## config.mk

```make
export PLATFORM = sky130hd
export DESIGN_NAME = lif_array_uart
export DESIGN_NICKNAME = d
export VERILOG_FILES = /design/src/rtl/lif_array_uart.sv
export SDC_FILE = /design/constraint.sdc
export NUM_CORES = 1
export LEC_CHECK = 0
export CAP_MARGIN = 20
export CORE_UTILIZATION = 46
export DETAILED_ROUTE_END_ITERATION = 8
export HOLD_SLACK_MARGIN = 0.1
export SYNTH_ARGS = -nofsm -noshare
export SYNTH_HDL_FRONTEND = slang
export SYNTH_SLANG_ARGS = --single-unit
```

## constraint.sdc

```tcl
create_clock -name CLK -period 10.1 [get_ports CLK]
set_input_delay 2.02 -clock CLK [delete_from_list [all_inputs] [get_ports CLK]]
set_output_delay 2.02 -clock CLK [all_outputs]
set_load 0.05 [all_outputs]
```

## src/rtl/lif_array_uart.sv

```systemverilog
// Array of leaky integrate-and-fire neurons configured and ticked by a
// two-byte command protocol arriving on an 8N1 UART receiver.
module lif_array_uart #(
    parameter int N_NEURONS    = 4,
    parameter int VW           = 8,
    parameter int CLKS_PER_BIT = 868
) (
    input  logic                 CLK,
    input  logic                 RESET,
    input  logic                 RXD,
    output logic [N_NEURONS-1:0] spikes,
    output logic [7:0]           rx_data,
    output logic                 rx_valid,
    output logic                 frame_err,
    output logic [7:0]           logs
);
    localparam int CW = $clog2(CLKS_PER_BIT);
    localparam logic [CW-1:0] HALF_M1 = CW'(CLKS_PER_BIT / 2 - 1);
    localparam logic [CW-1:0] BIT_M1  = CW'(CLKS_PER_BIT - 1);

    typedef enum logic [1:0] {U_IDLE, U_START, U_DATA, U_STOP} ustate_t;
    typedef enum logic {P_CMD, P_ARG} pstate_t;

    // UART receiver state
    logic          rxd_s1_q, rxd_s2_q, rxd_prev_q;
    ustate_t       ust_q;
    logic [CW-1:0] cnt_q;
    logic [2:0]    bit_q;
    logic [7:0]    shift_q;
    logic [7:0]    rx_data_q;
    logic          rx_valid_q;
    logic          frame_err_q;

    // Parser and neuron state
    pstate_t             pstate_q;
    logic [7:0]          cmd_q;
    logic [3:0]          leak_q;
    logic signed [7:0]   w_q  [N_NEURONS];
    logic [7:0]          th_q [N_NEURONS];
    logic [VW-1:0]       v_q  [N_NEURONS];
    logic [VW-1:0]       v_d  [N_NEURONS];
    logic [N_NEURONS-1:0] spikes_q, spikes_d, gate_w;
    logic [7:0]          logs_q;

    always_ff @(posedge CLK) begin
        if (RESET) begin
            rxd_s1_q    <= 1'b1;
            rxd_s2_q    <= 1'b1;
            rxd_prev_q  <= 1'b1;
            ust_q       <= U_IDLE;
            cnt_q       <= '0;
            bit_q       <= '0;
            shift_q     <= '0;
            rx_data_q   <= '0;
            rx_valid_q  <= 1'b0;
            frame_err_q <= 1'b0;
        end else begin
            rxd_s1_q   <= RXD;
            rxd_s2_q   <= rxd_s1_q;
            rxd_prev_q <= rxd_s2_q;
            rx_valid_q <= 1'b0;
            case (ust_q)
                U_IDLE: begin
                    if (rxd_prev_q && !rxd_s2_q) begin
                        ust_q <= U_START;
                        cnt_q <= '0;
                    end
                end
                U_START: begin
                    if (cnt_q == HALF_M1) begin
                        cnt_q <= '0;
                        bit_q <= '0;
                        // A line that is high again at mid-bit was only a glitch
                        ust_q <= rxd_s2_q ? U_IDLE : U_DATA;
                    end else begin
                        cnt_q <= cnt_q + 1'b1;
                    end
                end
                U_DATA: begin
                    if (cnt_q == BIT_M1) begin
                        cnt_q   <= '0;
                        shift_q <= {rxd_s2_q, shift_q[7:1]};
                        if (bit_q == 3'd7) begin
                            ust_q <= U_STOP;
                        end else begin
                            bit_q <= bit_q + 1'b1;
                        end
                    end else begin
                        cnt_q <= cnt_q + 1'b1;
                    end
                end
                U_STOP: begin
                    if (cnt_q == BIT_M1) begin
                        cnt_q <= '0;
                        ust_q <= U_IDLE;
                        if (rxd_s2_q) begin
                            rx_data_q  <= shift_q;
                            rx_valid_q <= 1'b1;
                        end else begin
                            frame_err_q <= 1'b1;
                        end
                    end else begin
                        cnt_q <= cnt_q + 1'b1;
                    end
                end
                default: ust_q <= U_IDLE;
            endcase
        end
    end

    logic       exec_w, tick_w;
    logic [1:0] op_w;
    logic [5:0] idx_w;

    assign exec_w = rx_valid_q && (pstate_q == P_ARG);
    assign op_w   = cmd_q[7:6];
    assign idx_w  = cmd_q[5:0];
    assign tick_w = exec_w && (op_w == 2'b11);

    // Per-neuron tick arithmetic, carried at VW+2 bits so both the negative
    // weight underflow and the v+weight overflow are visible before saturation.
    genvar gi;
    generate
        for (gi = 0; gi < N_NEURONS; gi++) begin : g_neuron
            logic [VW+1:0] t_w;
            logic [VW-1:0] sat_w;
            logic          fire_w;

            if (gi < 8) begin : g_gated
                assign gate_w[gi] = rx_data_q[gi];
            end else begin : g_ungated
                assign gate_w[gi] = 1'b0;
            end

            assign t_w = {2'b00, v_q[gi]} - {2'b00, v_q[gi] >> leak_q}
                       + (gate_w[gi] ? (VW+2)'(w_q[gi]) : '0);
            assign sat_w  = t_w[VW+1] ? '0 : (t_w[VW] ? '1 : t_w[VW-1:0]);
            assign fire_w = (th_q[gi] != 8'd0) && (sat_w >= VW'(th_q[gi]));

            assign v_d[gi]      = tick_w ? (fire_w ? '0 : sat_w) : v_q[gi];
            assign spikes_d[gi] = tick_w && fire_w;
        end
    endgenerate

    function automatic logic [7:0] popcount(input logic [N_NEURONS-1:0] s);
        logic [7:0] c;
        c = '0;
        for (int i = 0; i < N_NEURONS; i++) begin
            c = c + 8'(s[i]);
        end
        return c;
    endfunction

    always_ff @(posedge CLK) begin
        if (RESET) begin
            pstate_q <= P_CMD;
            cmd_q    <= '0;
            leak_q   <= '0;
            spikes_q <= '0;
            logs_q   <= '0;
            for (int i = 0; i < N_NEURONS; i++) begin
                w_q[i]  <= '0;
                th_q[i] <= '0;
                v_q[i]  <= '0;
            end
        end else begin
            if (rx_valid_q) begin
                if (pstate_q == P_CMD) begin
                    cmd_q    <= rx_data_q;
                    pstate_q <= P_ARG;
                end else begin
                    pstate_q <= P_CMD;
                end
            end
            if (exec_w && op_w == 2'b10) begin
                leak_q <= rx_data_q[3:0];
            end
            // Indices beyond the array match no neuron, so their ARG is simply consumed
            for (int i = 0; i < N_NEURONS; i++) begin
                if (exec_w && op_w == 2'b00 && idx_w == 6'(i)) begin
                    w_q[i] <= $signed(rx_data_q);
                end
                if (exec_w && op_w == 2'b01 && idx_w == 6'(i)) begin
                    th_q[i] <= rx_data_q;
                end
                v_q[i] <= v_d[i];
            end
            spikes_q <= spikes_d;
            logs_q   <= logs_q + popcount(spikes_q);
        end
    end

    assign spikes    = spikes_q;
    assign rx_data   = rx_data_q;
    assign rx_valid  = rx_valid_q;
    assign frame_err = frame_err_q;
    assign logs      = logs_q;
endmodule

```

==> flow_summary.toml <==
[grt]
grt_antenna_before_repair = 0
first_global_vias = 8007
grt_start_max_net_pins = 69
grt_pass1_wl_mm = 42.5
grt_usage = 0.225
globalRoute.totalOverflow = 0

[critical_path]
worst_ep_arrival_ns = 7.06
crit_path_top_delay_cell = "dfxtp_2"
slowest_delay_ns = 0.93
worst-r2r-setup-slack_ns = 3.40
timing.setup.critical_path_class = "reg -> reg"
worst_ep_required_time_ns = 10.46
setup.worst_path.start_class = "register"
crit_path_frequent_cell = "o21ai_0"
critPathMaxFanout = 36
end_kind = "register"

[clocking]
cts_repair_resize_count = 0
tritoncts = "built"
clk_pin_slew_ns = 0.07
clk_lat_worst_skew_ns = 0.44
ctsLongestPathBuffers = 2
cts_hold_repair.buffers = 0
cts_sinks = 157
clock_tree.htree_level_count = 4
cts_buffers = 17
clock_tree.root_cell = "clkbuf_16"
cts_post_setup_buffers_inserted = 0

[placed_design]
finalWeightedCongestion = 0.898
post-place-ws_ns = 3.41
numPortBuffers = 24
post-dp-hpwl_mm = 19.4

[power_and_ir_drop]
power_density_nw_per_um2 = 110
report.power.total_mw = 1.34
pleak_nw = 5.12
power.ir.vdd_worst_mv = 0.135

[logic_synthesis]
synth.largest_area_cell = "edfxtp_1"
ys_ff_latch = 157
synth_seq_area_share = 0.344
post_synth.cell_area_avg_um2 = 8.95
async_reset_ff_frac = 0
synthesis.yosys.warnings = 0
ys_types = 60
syn-cell-area_um2 = 11000
syn-num-nets = 1351
synthTopCellsByArea = "edfxtp_1 (17%), dfxtp_1 (17%), ha_1 (12%)"
synth_enable_flop_cells = 64
synthesis.instances = 1228
yosys.cell_count.top_type = "nor2_1"
synth_top_cell_area_share = 0.175
yosys-top-cells-count = "nor2_1 (130), nand2_1 (119), ha_1 (109)"
synth_flop_cell = "dfxtp_1"

[timing]
maxSlewViolCount = 0
hold_violations = 0
setup_viol = 0
timing.clock.skew_ns = 0.0124
tightestPinTransition_ns = 0.930
post_layout_minimum_cycle_time_ns = 6.70
fmax_ghz = 0.149
period_share = 0.663
grt_setup_unrepaired = "no"
timing.final.ws_setup_ns = 3.40
headroom_to_the_max_slew_limit = 0.375
setup-tns-final_ns = 0

[detailed_routing]
final_antenna_net_count = 0
avgRoutedWirePerCell_um = 16.7
dr_total_vias = 8526
drt_iter0_markers = 551
ratio_of_routed_vias_to_standard_cells = 5.42
detail_route.wirelength_mm = 26.2
detail_route.first_pass.iterations = 5
drc_errors_left = 0

[finish]
layout-drive-gt1-share = 0.0758
area_growth_syn_to_layout_pct = 10.5
nets = 1363

[worst_hold_path]
worst_hold_class = "reg -> reg"

[outcome]
status = "completed"

[die]
floorplan.die.width_um = 157
pin_count = 25
initial_core_util = 0.468
rows = 56
coreArea_um2 = 23500
dieHeight_um = 157
dieArea_um2 = 24500

[flow_run]
maxCapViolCount = 0
-- placed cells by master (no fill, tap or decap), types with 30 or more instances in the layout --
cell / n
dfxtp_1: 92
xnor2_1: 30
nand2b_1: 34
a21o_1: 32
and2_1: 92
inv_1: 76
a21oi_1: 63
ha_1: 109
mux2i_1: 35
edfxtp_1: 64
o21ai_0: 70
nor2_1: 130
nand2_1: 119
-- metrics by stage --
step | hold slack [ns] | instance area [µm²] | util | instances
final | 0.423 | 12100 | 0.517 | 1573
after global routing | 0.436 | 12100 | 0.517 | 1572
after CTS | 0.423 | 12100 | 0.517 | 1572
after detailed placement | 0.403 | 11600 | 0.492 | 1540
after global placement | 0.408 | 11600 | 0.492 | 1540
after floorplan | 0.389 | 11000 | - | 1228
-- flip-flops by register name (all words and copies together), names as in the netlist, named ones only --
signal and count:
bit_q 3, cmd_q 8, cnt_q 10, frame_err 1, leak_q 4, logs 8
pstate_q 1, rx_data 8, rx_valid 1, rxd_prev_q 1, rxd_s1_q 1, rxd_s2_q 1
shift_q 8, spikes 4, th_q 32, ust_q 1, v_q 32, w_q 32
-- layout make-up --
class | count | area (µm²)
Antenna cell | 1 | 2.50
Multi-Input combinational cell | 951 | 6760
Sequential cell | 157 | 3780
Inverter | 76 | 285
Tap cell | 319 | 399
Clock inverter | 15 | 155
Timing Repair Buffer | 37 | 333
Fill cell | 2239 | 11300
Clock buffer | 17 | 425
-- kinds of logic after synthesis --
family / after synthesis / share of synthesized area
buffers and inverters: 120 / 0.0423
muxes: 56 / 0.0698
xor gates and xnor gates: 48 / 0.0382
adders and majority gates: 120 / 0.144
and+or+nand+nor: 478 / 0.217
AOI/OAI and AO/OA: 249 / 0.144
DFF: 157 / 0.344
-- worst max-delay path, delay by kind of cell (launching register included) --
family	cells	cell delay [ns]
AOI/OAI and AO/OA	12	2.44
xor gates and xnor gates	2	0.43
adders and majority gates	3	0.90
DFF	1	0.93
and+or+nand+nor	9	1.93
-- power breakdown --
part	leakage (nW)	internal, mW	switching [mW]
sequential	1.41	0.668	0.00528
clock	0.272	0.328	0.305
combinational	3.44	0.0112	0.0237
-- per-layer routing --
metal,part of all wire,routed length (µm),GRT usage
met1,0.47,12400,0.303
met3,0.038,1010,0.0277
met4,0.011,297,0.0607
met2,0.48,12500,0.381
met5,0,0,0
-- final timing paths --
kind,endpoint,depth (start not counted),start
max,v_q[0][6]$_SDFFE_PP0P_,26,leak_q[0]$_SDFFE_PP0P_
min,rxd_s2_q$_SDFF_PP1_,1,rxd_s1_q$_SDFF_PP1_
max reg2reg,v_q[0][6]$_SDFFE_PP0P_,26,leak_q[0]$_SDFFE_PP0P_
min reg2reg,rxd_s2_q$_SDFF_PP1_,1,rxd_s1_q$_SDFF_PP1_
Power figures use the tool's default switching activity.
